<file path="src/rtl/id_stage_if.sv">
// Handshake and result bundle between fetch, the decode stage, and writeback/control.
// The stage itself plugs in through the slave modport; its environment uses master.
interface id_stage_if #(
    parameter int DATA_W = 32,
    parameter int ADDR_W = 16
);
    logic              in_valid;
    logic [31:0]       in_instr;
    logic [ADDR_W-1:0] in_pc;
    logic              in_ready;

    logic              out_valid;
    logic              out_ready;
    logic [ADDR_W-1:0] out_pc;
    logic [1:0]        out_class;
    logic [2:0]        out_alu_oc;
    logic              out_special;
    logic              out_set_flags;
    logic [3:0]        out_cond;
    logic [2:0]        out_dest;
    logic [2:0]        out_src1;
    logic [2:0]        out_src2;
    logic              out_rd1_en;
    logic              out_rd2_en;
    logic              out_wr_en;
    logic [DATA_W-1:0] out_imm;
    logic              out_mem_rd;
    logic              out_mem_wr;
    logic              out_branch;
    logic              out_illegal;
    logic              out_halt;

    logic              halted;
    logic              wb_valid;
    logic [2:0]        wb_addr;
    logic              flush;

    modport master (
        output in_valid, in_instr, in_pc, out_ready, wb_valid, wb_addr, flush,
        input  in_ready, out_valid, out_pc, out_class, out_alu_oc, out_special,
               out_set_flags, out_cond, out_dest, out_src1, out_src2, out_rd1_en,
               out_rd2_en, out_wr_en, out_imm, out_mem_rd, out_mem_wr, out_branch,
               out_illegal, out_halt, halted
    );

    modport slave (
        input  in_valid, in_instr, in_pc, out_ready, wb_valid, wb_addr, flush,
        output in_ready, out_valid, out_pc, out_class, out_alu_oc, out_special,
               out_set_flags, out_cond, out_dest, out_src1, out_src2, out_rd1_en,
               out_rd2_en, out_wr_en, out_imm, out_mem_rd, out_mem_wr, out_branch,
               out_illegal, out_halt, halted
    );
endinterface

</file>
<file path="src/rtl/id_stage.sv">
// Registered decode stage: decodes one instruction per handshake, stalls on RAW/WAW
// hazards via a pending-write scoreboard, and supports flush and a sticky HALT.
module id_stage #(
    parameter int DATA_W   = 32,
    parameter int ADDR_W   = 16,
    parameter int NUM_REGS = 8,
    parameter int PEND_W   = 2
) (
    input logic       clk,
    input logic       rst,
    id_stage_if.slave bus
);
    localparam int                MAX_REGS = 8;
    localparam logic [PEND_W-1:0] PEND_MAX = '1;

    // Class 00/01 opcodes in [29:25]; the ALU group is 1S_ooo with ooo = and/add/sub/or/xor.
    localparam logic [4:0] OP_MOV  = 5'b00000;
    localparam logic [4:0] OP_MOVT = 5'b00001;
    localparam logic [4:0] OP_NOT  = 5'b10110;

    typedef enum logic {RUN, HALTED} state_t;

    typedef struct packed {
        logic [1:0] cls;
        logic [2:0] alu_oc;
        logic       special;
        logic       set_flags;
        logic [3:0] cond;
        logic [2:0] dest;
        logic [2:0] src1;
        logic [2:0] src2;
        logic       rd1_en;
        logic       rd2_en;
        logic       wr_en;
        logic       mem_rd;
        logic       mem_wr;
        logic       branch;
        logic       illegal;
        logic       halt;
    } dec_t;

    function automatic logic reg_ok(input logic [2:0] r);
        return 32'(r) < 32'(NUM_REGS);
    endfunction

    logic [31:0]       instr;
    logic [1:0]        cls;
    logic [4:0]        op;
    logic [2:0]        f_d;
    logic [2:0]        f_1;
    logic [2:0]        f_2;
    logic              alu_op;
    logic              shift_op;
    logic              branch_enc;
    logic              sext;
    dec_t              dcd;
    logic [DATA_W-1:0] imm;

    logic              hazard;
    logic              advance;
    logic              in_ready;
    logic              accept;
    logic              halted;
    state_t            state;
    state_t            state_next;

    logic              out_valid;
    dec_t              q;
    logic [ADDR_W-1:0] q_pc;
    logic [DATA_W-1:0] q_imm;

    logic [PEND_W-1:0] pending [MAX_REGS];
    logic [MAX_REGS-1:0] sb_inc;
    logic [MAX_REGS-1:0] sb_dec;

    assign instr      = bus.in_instr;
    assign cls        = instr[31:30];
    assign op         = instr[29:25];
    assign f_d        = instr[24:22];
    assign f_1        = instr[21:19];
    assign f_2        = instr[18:16];
    assign alu_op     = op[4] && (op[2:0] <= 3'd4);
    assign shift_op   = (op >= 5'b00010) && (op <= 5'b00101);
    assign branch_enc = (cls == 2'b11) && !instr[28] && (instr[27:25] <= 3'b010);
    assign sext       = (cls == 2'b10) || branch_enc;
    assign imm        = sext ? {{(DATA_W-16){instr[15]}}, instr[15:0]}
                             : {{(DATA_W-16){1'b0}}, instr[15:0]};

    always_comb begin
        // NOTE: dcd is fully defaulted first, so no decode path can infer a latch.
        dcd        = '0;
        dcd.cls    = cls;
        dcd.alu_oc = instr[27:25];
        if (!cls[1]) begin
            dcd.special   = instr[29];
            dcd.set_flags = instr[29] & instr[28];
        end
        case (cls)
            2'b00: begin
                if (op == OP_MOV) begin
                    dcd.wr_en = 1'b1;
                    dcd.dest  = f_d;
                end else if (op == OP_MOVT) begin
                    dcd.rd1_en = 1'b1;
                    dcd.src1   = f_d;
                    dcd.wr_en  = 1'b1;
                    dcd.dest   = f_d;
                end else if (alu_op || shift_op) begin
                    dcd.rd1_en = 1'b1;
                    dcd.src1   = f_1;
                    dcd.wr_en  = 1'b1;
                    dcd.dest   = f_d;
                end else begin
                    dcd.illegal = 1'b1;
                end
            end
            2'b01: begin
                if (alu_op) begin
                    dcd.rd1_en = 1'b1;
                    dcd.src1   = f_1;
                    dcd.rd2_en = 1'b1;
                    dcd.src2   = f_2;
                    dcd.wr_en  = 1'b1;
                    dcd.dest   = f_d;
                end else if (op == OP_NOT) begin
                    dcd.rd1_en = 1'b1;
                    dcd.src1   = f_1;
                    dcd.wr_en  = 1'b1;
                    dcd.dest   = f_d;
                end else begin
                    dcd.illegal = 1'b1;
                end
            end
            2'b10: begin
                dcd.rd1_en = 1'b1;
                dcd.src1   = f_1;
                if (instr[25]) begin
                    dcd.wr_en  = 1'b1;
                    dcd.dest   = f_d;
                    dcd.mem_rd = 1'b1;
                end else begin
                    // Store data comes from the dest field through the second read port.
                    dcd.rd2_en = 1'b1;
                    dcd.src2   = f_d;
                    dcd.mem_wr = 1'b1;
                end
            end
            default: begin
                if (instr[28]) begin
                    dcd.halt = 1'b1;
                end else if (branch_enc) begin
                    dcd.branch = 1'b1;
                    if (instr[27:25] == 3'b001) dcd.cond = instr[24:21];
                    if (instr[27:25] == 3'b010) begin
                        dcd.rd1_en = 1'b1;
                        dcd.src1   = f_1;
                    end
                end else if (!instr[27]) begin
                    dcd.illegal = 1'b1;
                end
            end
        endcase

        if ((dcd.rd1_en && !reg_ok(dcd.src1)) || (dcd.rd2_en && !reg_ok(dcd.src2)) ||
            (dcd.wr_en && !reg_ok(dcd.dest)))
            dcd.illegal = 1'b1;

        if (dcd.illegal) begin
            dcd.cond   = '0;
            dcd.dest   = '0;
            dcd.src1   = '0;
            dcd.src2   = '0;
            dcd.rd1_en = 1'b0;
            dcd.rd2_en = 1'b0;
            dcd.wr_en  = 1'b0;
            dcd.mem_rd = 1'b0;
            dcd.mem_wr = 1'b0;
            dcd.branch = 1'b0;
            dcd.halt   = 1'b0;
        end
    end

    assign hazard = (dcd.rd1_en && (pending[dcd.src1] != '0)) ||
                    (dcd.rd2_en && (pending[dcd.src2] != '0)) ||
                    (dcd.wr_en && ((pending[dcd.dest] != '0) || (pending[dcd.dest] == PEND_MAX)));

    assign advance  = !out_valid || bus.out_ready;
    assign in_ready = advance && !hazard && !halted && !bus.flush;
    assign accept   = bus.in_valid && in_ready;

    always_ff @(posedge clk) begin
        // NOTE: state uses non-blocking assignment so every register samples pre-edge values.
        if (rst) state <= RUN;
        else     state <= state_next;
    end

    always_comb begin
        state_next = state;
        case (state)
            RUN:    if (accept && dcd.halt) state_next = HALTED;
            HALTED: state_next = HALTED;
        endcase
    end

    always_comb begin
        halted = (state == HALTED);
    end

    always_ff @(posedge clk) begin
        if (rst) begin
            out_valid <= 1'b0;
            q         <= '0;
            q_pc      <= '0;
            q_imm     <= '0;
        end else begin
            if (bus.flush)    out_valid <= 1'b0;
            else if (advance) out_valid <= accept;
            if (accept) begin
                q     <= dcd;
                q_pc  <= bus.in_pc;
                q_imm <= imm;
            end
        end
    end

    always_comb begin
        sb_inc = '0;
        sb_dec = '0;
        if (accept && dcd.wr_en) sb_inc[dcd.dest] = 1'b1;
        if (bus.wb_valid && reg_ok(bus.wb_addr)) sb_dec[bus.wb_addr] = 1'b1;
    end

    always_ff @(posedge clk) begin
        // NOTE: the scoreboard is reset entry by entry; a stale count would stall forever.
        if (rst) begin
            for (int i = 0; i < MAX_REGS; i++) pending[i] <= '0;
        end else begin
            for (int i = 0; i < MAX_REGS; i++) begin
                if (sb_inc[i] && !sb_dec[i])
                    pending[i] <= pending[i] + PEND_W'(1);
                else if (!sb_inc[i] && sb_dec[i] && (pending[i] != '0))
                    pending[i] <= pending[i] - PEND_W'(1);
            end
        end
    end

    assign bus.in_ready      = in_ready;
    assign bus.out_valid     = out_valid;
    assign bus.out_pc        = q_pc;
    assign bus.out_class     = q.cls;
    assign bus.out_alu_oc    = q.alu_oc;
    assign bus.out_special   = q.special;
    assign bus.out_set_flags = q.set_flags;
    assign bus.out_cond      = q.cond;
    assign bus.out_dest      = q.dest;
    assign bus.out_src1      = q.src1;
    assign bus.out_src2      = q.src2;
    assign bus.out_rd1_en    = q.rd1_en;
    assign bus.out_rd2_en    = q.rd2_en;
    assign bus.out_wr_en     = q.wr_en;
    assign bus.out_imm       = q_imm;
    assign bus.out_mem_rd    = q.mem_rd;
    assign bus.out_mem_wr    = q.mem_wr;
    assign bus.out_branch    = q.branch;
    assign bus.out_illegal   = q.illegal;
    assign bus.out_halt      = q.halt;
    assign bus.halted        = halted;
endmodule

</file>
<file path="src/flat_wrapper.sv">
// flat-port wrapper written by rule: the top's interface ports become plain ports
module id_stage_flat 
#(
    parameter int DATA_W   = 32,
    parameter int ADDR_W   = 16,
    parameter int NUM_REGS = 8,
    parameter int PEND_W   = 2
)
  (clk, rst, bus_in_valid, bus_in_instr, bus_in_pc, bus_out_ready, bus_wb_valid, bus_wb_addr, bus_flush, bus_in_ready, bus_out_valid, bus_out_pc, bus_out_class, bus_out_alu_oc, bus_out_special, bus_out_set_flags, bus_out_cond, bus_out_dest, bus_out_src1, bus_out_src2, bus_out_rd1_en, bus_out_rd2_en, bus_out_wr_en, bus_out_imm, bus_out_mem_rd, bus_out_mem_wr, bus_out_branch, bus_out_illegal, bus_out_halt, bus_halted);
  id_stage_if #(.DATA_W(DATA_W), .ADDR_W(ADDR_W)) bus_i ();
  input logic clk;
  input logic rst;
  input wire logic [$bits(bus_i.in_valid)-1:0] bus_in_valid;
  input wire logic [$bits(bus_i.in_instr)-1:0] bus_in_instr;
  input wire logic [$bits(bus_i.in_pc)-1:0] bus_in_pc;
  input wire logic [$bits(bus_i.out_ready)-1:0] bus_out_ready;
  input wire logic [$bits(bus_i.wb_valid)-1:0] bus_wb_valid;
  input wire logic [$bits(bus_i.wb_addr)-1:0] bus_wb_addr;
  input wire logic [$bits(bus_i.flush)-1:0] bus_flush;
  output wire logic [$bits(bus_i.in_ready)-1:0] bus_in_ready;
  output wire logic [$bits(bus_i.out_valid)-1:0] bus_out_valid;
  output wire logic [$bits(bus_i.out_pc)-1:0] bus_out_pc;
  output wire logic [$bits(bus_i.out_class)-1:0] bus_out_class;
  output wire logic [$bits(bus_i.out_alu_oc)-1:0] bus_out_alu_oc;
  output wire logic [$bits(bus_i.out_special)-1:0] bus_out_special;
  output wire logic [$bits(bus_i.out_set_flags)-1:0] bus_out_set_flags;
  output wire logic [$bits(bus_i.out_cond)-1:0] bus_out_cond;
  output wire logic [$bits(bus_i.out_dest)-1:0] bus_out_dest;
  output wire logic [$bits(bus_i.out_src1)-1:0] bus_out_src1;
  output wire logic [$bits(bus_i.out_src2)-1:0] bus_out_src2;
  output wire logic [$bits(bus_i.out_rd1_en)-1:0] bus_out_rd1_en;
  output wire logic [$bits(bus_i.out_rd2_en)-1:0] bus_out_rd2_en;
  output wire logic [$bits(bus_i.out_wr_en)-1:0] bus_out_wr_en;
  output wire logic [$bits(bus_i.out_imm)-1:0] bus_out_imm;
  output wire logic [$bits(bus_i.out_mem_rd)-1:0] bus_out_mem_rd;
  output wire logic [$bits(bus_i.out_mem_wr)-1:0] bus_out_mem_wr;
  output wire logic [$bits(bus_i.out_branch)-1:0] bus_out_branch;
  output wire logic [$bits(bus_i.out_illegal)-1:0] bus_out_illegal;
  output wire logic [$bits(bus_i.out_halt)-1:0] bus_out_halt;
  output wire logic [$bits(bus_i.halted)-1:0] bus_halted;
  assign bus_i.in_valid = bus_in_valid;
  assign bus_i.in_instr = bus_in_instr;
  assign bus_i.in_pc = bus_in_pc;
  assign bus_i.out_ready = bus_out_ready;
  assign bus_i.wb_valid = bus_wb_valid;
  assign bus_i.wb_addr = bus_wb_addr;
  assign bus_i.flush = bus_flush;
  assign bus_in_ready = bus_i.in_ready;
  assign bus_out_valid = bus_i.out_valid;
  assign bus_out_pc = bus_i.out_pc;
  assign bus_out_class = bus_i.out_class;
  assign bus_out_alu_oc = bus_i.out_alu_oc;
  assign bus_out_special = bus_i.out_special;
  assign bus_out_set_flags = bus_i.out_set_flags;
  assign bus_out_cond = bus_i.out_cond;
  assign bus_out_dest = bus_i.out_dest;
  assign bus_out_src1 = bus_i.out_src1;
  assign bus_out_src2 = bus_i.out_src2;
  assign bus_out_rd1_en = bus_i.out_rd1_en;
  assign bus_out_rd2_en = bus_i.out_rd2_en;
  assign bus_out_wr_en = bus_i.out_wr_en;
  assign bus_out_imm = bus_i.out_imm;
  assign bus_out_mem_rd = bus_i.out_mem_rd;
  assign bus_out_mem_wr = bus_i.out_mem_wr;
  assign bus_out_branch = bus_i.out_branch;
  assign bus_out_illegal = bus_i.out_illegal;
  assign bus_out_halt = bus_i.out_halt;
  assign bus_halted = bus_i.halted;
  id_stage #(.DATA_W(DATA_W), .ADDR_W(ADDR_W), .NUM_REGS(NUM_REGS), .PEND_W(PEND_W)) u_core (.clk(clk), .rst(rst), .bus(bus_i));
endmodule
</file>
<file path="config.mk">
export PLATFORM = sky130hd
export DESIGN_NAME = id_stage_flat
export DESIGN_NICKNAME = d
export VERILOG_FILES = /design/src/rtl/id_stage_if.sv /design/src/rtl/id_stage.sv /design/src/flat_wrapper.sv
export SDC_FILE = /design/constraint.sdc
export NUM_CORES = 1
export LEC_CHECK = 0
export ABC_AREA = 1
export ABC_CLOCK_PERIOD_IN_PS = 3700
export BUFFER_PORTS_ARGS = -buffer_cell sky130_fd_sc_hd__buf_2
export CELL_PAD_IN_SITES_DETAIL_PLACEMENT = 1
export CELL_PAD_IN_SITES_GLOBAL_PLACEMENT = 2
export CORE_MARGIN = 2
export CORE_UTILIZATION = 28
export DETAILED_ROUTE_END_ITERATION = 8
export PLACE_DENSITY = 0.87
export SETUP_SLACK_MARGIN = 0.1
export SLEW_MARGIN = 20
export SYNTH_ARGS = -nofsm -noshare
export SYNTH_HDL_FRONTEND = slang
export SYNTH_SLANG_ARGS = --single-unit
</file>
<file path="constraint.sdc">
create_clock -name clk -period 3.7 [get_ports clk]
set_input_delay 0.74 -clock clk [delete_from_list [all_inputs] [get_ports clk]]
set_output_delay 0.74 -clock clk [all_outputs]
set_load 0.05 [all_outputs]
</file>
# Word level (Yosys, flattened, before mapping)
# Memory sizes are Yosys's and may differ from the RTL's.
# Index checks and enable logic that the tools add are counted.
# classes
addsub	16
n_lt_le_gt_ge	8
n_eq_ne	8
mux	134
n_bitwise	18
n_reduce_logical	81
# ops
op	count
$mux W1	84
$mux W2	20
$logic_and A1 B1 Y1	39
$mux W32	1
$mux W3	8
$mux W6	4
$reduce_bool A2 Y1	11
$logic_not A1 Y1	21
$mux W19	1
$pmux W3 S3	2
$add A2 B1 Y2 const B	8
$mux W4	4
$mux W8	2
$or A1 B1 Y1	16
$sub A2 B1 Y2 const B	8
$pmux W1 S3	3
$lt A3 B4 Y1 const B	2
$demux W1 S3	2
$eq A2 B2 Y1 const B	3
$ge A3 B1 Y1 const B	2
$logic_or A1 B1 Y1	6
$pmux W3 S2	1
$eq A5 B1 Y1 const B	1
$eq A5 B5 Y1 const B	1
14 further kinds	15
# totals
reg_bits	78
ramBits	16
input_bits	57
output_inout_bits	79
elab_cells	286
memories	1
# memory_table
name	depth	width	read_ports	rd_clocked_by_memory_dff	wr	line_no	text
u_core.pending	8	2	11	0	8	id_stage.sv:72	logic [PEND_W-1:0] pending [MAX_REGS];

# Depth between registers and ports, before layout
# An unclocked memory read counts as a cell.
# depth
depth_word	28
depth_mapped	23
ltp_nobuf	22

# Worst setup path after synthesis
# No wires, ideal clock.
# synth_path
kind	input to output
start	in bus_in_instr[25]
end	out bus_in_ready
arrival_time_ns	2.631
t_required_ns	2.960
path_slack_ns	0.329
path_stages	18
path_buffers	4
path_cell_list	buf_4 -> o21ai_1 -> nand2_1 -> nand3_2 -> nand2_2 -> nor2_8 -> nand3_4 -> buf_6 -> o21ai_1 -> nand2_1 -> nand2_1 -> nand2_1 -> nand2_1 -> nand2_1 -> nand2_1 -> and2_1 -> buf_6 -> buf_6
# synth_via
elab_chain_len	17
elab_cells_between_ends	66
cone_classes	4 x order compare; 4 x eq/ne; 39 x mux; 18 x reduce/logical; 1 x memory
# synth_lines
element	line_no	text
from (decl)	flat_wrapper.sv:14	input wire logic [$bits(bus_i.in_instr)-1:0] bus_in_instr;
$ge A5 B2 Y1, or another cell as far along	id_stage.sv:83	assign shift_op = (op >= 5'b00010) && (op <= 5'b00101);
$logic_and A1 B1 Y1, on equally long branches	id_stage.sv:83, id_stage.sv:82	
$logic_or A1 B1 Y1	id_stage.sv:108	end else if (alu_op || shift_op) begin
$mux W6 / $mux W1 (equally long branches)	id_stage.sv:108	
$mux W6 / $mux W1 (equally long branches)	id_stage.sv:103	end else if (op == OP_MOVT) begin
$mux W3 / $mux W1 (equally long branches)	id_stage.sv:100	if (op == OP_MOV) begin
$pmux W3 S3 / $pmux W1 S3 (equally long branches)	id_stage.sv:98	case (cls)
$mux W19 (*)	id_stage.sv:168	if (dcd.illegal) begin
$mem_v2 Z8 W2	n/a	
$eq A2 B2 Y1, or another cell as far along	id_stage.sv:185	(dcd.wr_en && ((pending[dcd.dest] != '0) || (pending[dcd.dest] == PEND_MAX)));
$logic_or A1 B1 Y1, or another cell as far along	id_stage.sv:185	
$logic_and A1 B1 Y1 / $logic_or A1 B1 Y1 (equally long branches)	id_stage.sv:185, id_stage.sv:183	
$logic_or A1 B1 Y1 (*)	id_stage.sv:184	(dcd.rd2_en && (pending[dcd.src2] != '0)) ||
$logic_not A1 Y1 (*)	id_stage.sv:188	assign in_ready = advance && !hazard && !halted && !bus.flush;
$logic_and A1 B1 Y1 (*) (3 in a row)	id_stage.sv:188	
to (decl)	flat_wrapper.sv:20	output wire logic [$bits(bus_i.in_ready)-1:0] bus_in_ready;
# Every way passes the cells marked *; elsewhere a longest branch is shown, timed or not.

# Final worst setup path
# layout_path
start	in bus_in_instr[29]
end	out bus_in_ready
# layout_via
elab_chain_len	17
elab_cells_between_ends	50
cone_classes	2 x order compare; 3 x eq/ne; 27 x mux; 17 x reduce/logical; 1 x memory
# layout_lines
element	line_no
$ge A5 B2 Y1 / $le A5 B3 Y1 (equally long branches)	id_stage.sv:83
$logic_and A1 B1 Y1	id_stage.sv:83
$logic_or A1 B1 Y1	id_stage.sv:108
$mux W6 / $mux W1 (equally long branches)	id_stage.sv:108
$mux W6 / $mux W1 (equally long branches)	id_stage.sv:103
$mux W3 / $mux W1 (equally long branches)	id_stage.sv:100
$pmux W3 S3 / $pmux W1 S3 (equally long branches)	id_stage.sv:98
$mux W19 (*)	id_stage.sv:168
$mem_v2 Z8 W2	n/a
$eq A2 B2 Y1, or another cell as far along	id_stage.sv:185
$logic_or A1 B1 Y1, or another cell as far along	id_stage.sv:185
$logic_and A1 B1 Y1 / $logic_or A1 B1 Y1 (equally long branches)	id_stage.sv:185, id_stage.sv:183
$logic_or A1 B1 Y1 (*)	id_stage.sv:184
$logic_not A1 Y1 (*)	id_stage.sv:188
$logic_and A1 B1 Y1 (*) (3 in a row)	id_stage.sv:188
# Marks and branches as above.

==> results.yml <==
clock_tree:
  cts_buffers: 9
  ctsHoldBuffers: 0
  clk_latency_ns: 0.35
  htreeDepth: 3
  clkSinkCount: 79
  clockBufferDepth: 2
  cts_root_buffer: "clkbuf_16"
  tritoncts: "yes"
  clkTransAtPathRegs_ns: 0.06
die:
  die_h_um: 131
  io_pins: 136
  core-area_um2: 15800
  start_util_pct: 28.5
  die_w_um: 131
  dieArea_um2: 17100
  num_rows: 46
synthesis:
  synthFlopType: "dfxtp_1"
  avgSynthCellArea_um2: 6.98
  yosysTopAreaCell: "dfxtp_1"
  syn-cell-area_um2: 4490
  yosys.area.top_type_share_pct: 28.1
  synth_fp_nets: 706
  ys_warn_count: 0
  synth_cells: 643
  synth_edf_count: 16
  synthTopCellsByArea: "dfxtp_1, edfxtp_1, nand2_1"
  ys_types: 36
  synthArstFlopShare_pct: 0
  ys_seq_area_share_pct: 38.8
  ys_seq_elements: 79
sta:
  finClkSkew_ns: 0.00627
  final-max-slew-violation-count: 0
  period_minus_slack_ns: 3.55
  slew-limit-headroom_pct: 37.2
  whs_ns: 0.465
  hold_viol_final: 0
  setup_tns_ns: 0
  timing.fmax_mhz: 282
  layout_worst_path_cycle_share_pct: 95.9
  setup_viol: 0
  worst_pin_slew_ns: 0.940
  rsz0062_at_grt: "false"
place:
  port_buffers: 135
  hpwlAfterDp_um: 12700
  place_congestion: 0.878
route:
  viasPerCell: 4.87
  m1WireLength_um: 7190
  wl_met2_um: 8910
  dr.max_layer_used: "met4"
  drt-pass1-iter-count: 4
  wl_met3_um: 832
  wl_per_cell_um: 16.8
  drt.antenna.violating_nets: 0
  drc: 0
  vias: 4977
  first_iter_violations: 294
  finalWirelength_um: 17200
global_routing:
  grt_max_degree: 54
  grt_pass1_wl_um: 25800
  grt_usage_pct: 19.4
  first_global_vias: 5020
  antenna_found_initial: 0
  grt.overflow.total: 0
final_layout:
  nets: 864
  diodes: 0
  area_growth_pct: 36.9
  fill_cells: 2063
  drive_gt1_share_pct: 34.2
critical_path:
  crit_required_ns: 2.96
  worstPathArrival_ns: 2.81
  worstSetupStartpoint: "bus_in_instr[29]"
  crit_path_end_kind: "output port"
  worstSetupPathType: "input pin to output port"
  r2r_start: "u_core.pending[6][0]"
  cp-start-kind: "input pin"
  critPathMaxFanout: 5
hold_path:
  hp-start: "u_core.bus.out_imm[5]"
  holdCritPathClass: "flip-flop to flip-flop"
power:
  ir_worst_vdd_v: 0.000212
  powerDensity_nw_per_um2: 426
  power.leakage_nw: 2.86
run_status:
  status: "finished, final reports clean"
flow_run:
  maxCapViolCount: 0
==> critical path, stage by stage <==
cell and delay, ns:
buf_8 0.10, nor2_4 0.21, nand3_2 0.13, nand2_2 0.10, buf_4 0.10, inv_1 0.03
nand3_1 0.09, nand2_2 0.10, nand2_4 0.13, buf_4 0.12, o21ai_0 0.08, nor2_1 0.22
nand3_1 0.16, nand2_1 0.13, nor2_4 0.04, and2_4 0.17, buf_8 0.15
==> cells in the mapped netlist (all sizes together) (2+ instances only) <==
master and count:
nand2 121, nor2 97, a21oi 79, dfxtp 63, nand3 60, inv 57
o21ai 56, buf 32, clkbuf 16, edfxtp 16, nand4 13, nor3 12
ha 6, nor4 4, o22ai 2, or2 2
==> power breakdown <==
group,leakage (nW),switching (mW),total [mW],internal (mW)
clock,0.144,0.385,0.909,0.525
combinational,2.04,0.514,0.734,0.220
sequential,0.680,0.0364,0.974,0.938
total,2.86,0.935,2.62,1.68
==> cell type report <==
| type | instances | area [um^2] | share of cell area (%) |
|---|---|---|---|
| clock inverters | 7 | 70.1 | 1.14 |
| repair buffers | 193 | 1170 | 19.0 |
| flip-flops and latches | 79 | 1740 | 28.3 |
| clock buffers | 9 | 225 | 3.66 |
| inverters | 57 | 221 | 3.60 |
| multi-input cells | 461 | 2450 | 39.9 |
| well taps | 216 | 270 | 4.40 |
==> path summary, 6_finish.rpt <==
path / to / slack (ns) / cells past startpoint
hold reg to reg: u_core.bus.out_imm[5] / 0.47 / 2
setup reg to reg: u_core.pending[5][0] / 1.05 / 14
hold / removal: u_core.bus.out_imm[5] / 0.47 / 2
setup / recovery: bus_in_ready / 0.15 / 17
==> sequential cells by signal, indices dropped and copies added (netlist names), 2 cells and up <==
register,count
u_core.bus.out_alu_oc,3
u_core.bus.out_class,2
u_core.bus.out_cond,4
u_core.bus.out_dest,3
u_core.bus.out_imm,17
u_core.bus.out_pc,16
u_core.bus.out_src1,3
u_core.bus.out_src2,3
u_core.pending,16
==> metrics by stage <==
step                      util [%]  instance area (um^2)  std cells  power, mW  worst slack, ns
after global routing          39.0                  6150       1022       2.74           0.0387
after global placement        34.6                  5460        989       1.64          0.00911
after CTS                     36.9                  5830       1009       2.59            0.120
final                         39.0                  6150       1022       2.62            0.152
after floorplan                  -                  4490        643       1.46            0.329
after detailed placement      34.6                  5460        989       1.66           -0.112
==> cell families after synthesis <==
logic type / after synthesis / share of synthesized area (%)
and+or+nand+nor: 311 / 31.9
AOI/OAI and AO/OA: 141 / 16.0
buffers and inverters: 105 / 11.5
DFF: 79 / 38.8
adders and majority gates: 6 / 1.67
xor gates and xnor gates: 1 / 0.195
==> layer usage <==
metal	GRT usage [%]	up-vias
li1	-	2432
met1	23.5	2394
met2	34.9	133
met3	4.32	18
met4	4.57	0
met5	0	-
==> what timing repair did <==
action	CTS	global route
endpoints found under the setup margin	1	1
buffers inserted	3	12
pin swaps	1	25
cloned	1	1
gates resized for setup	12	61
==> layout by cell type (no fill, tap or decap), types with 9 or more instances in the layout <==
| cell type | synthesis | final |
|---|---|---|
| nor2_1 | 85 | 80 |
| nor2_4 | 3 | 9 |
| nand2_2 | 3 | 12 |
| dfxtp_1 | 63 | 63 |
| clkbuf_16 | 0 | 9 |
| nand4_1 | 13 | 13 |
| o21ai_0 | 48 | 47 |
| nand2_1 | 117 | 107 |
| edfxtp_1 | 16 | 16 |
| buf_2 | 4 | 127 |
| inv_1 | 52 | 47 |
| a21oi_1 | 79 | 78 |
| nand3_1 | 54 | 48 |
| nor3_1 | 12 | 12 |
| buf_4 | 21 | 58 |
(Power assumes the default switching activity.)
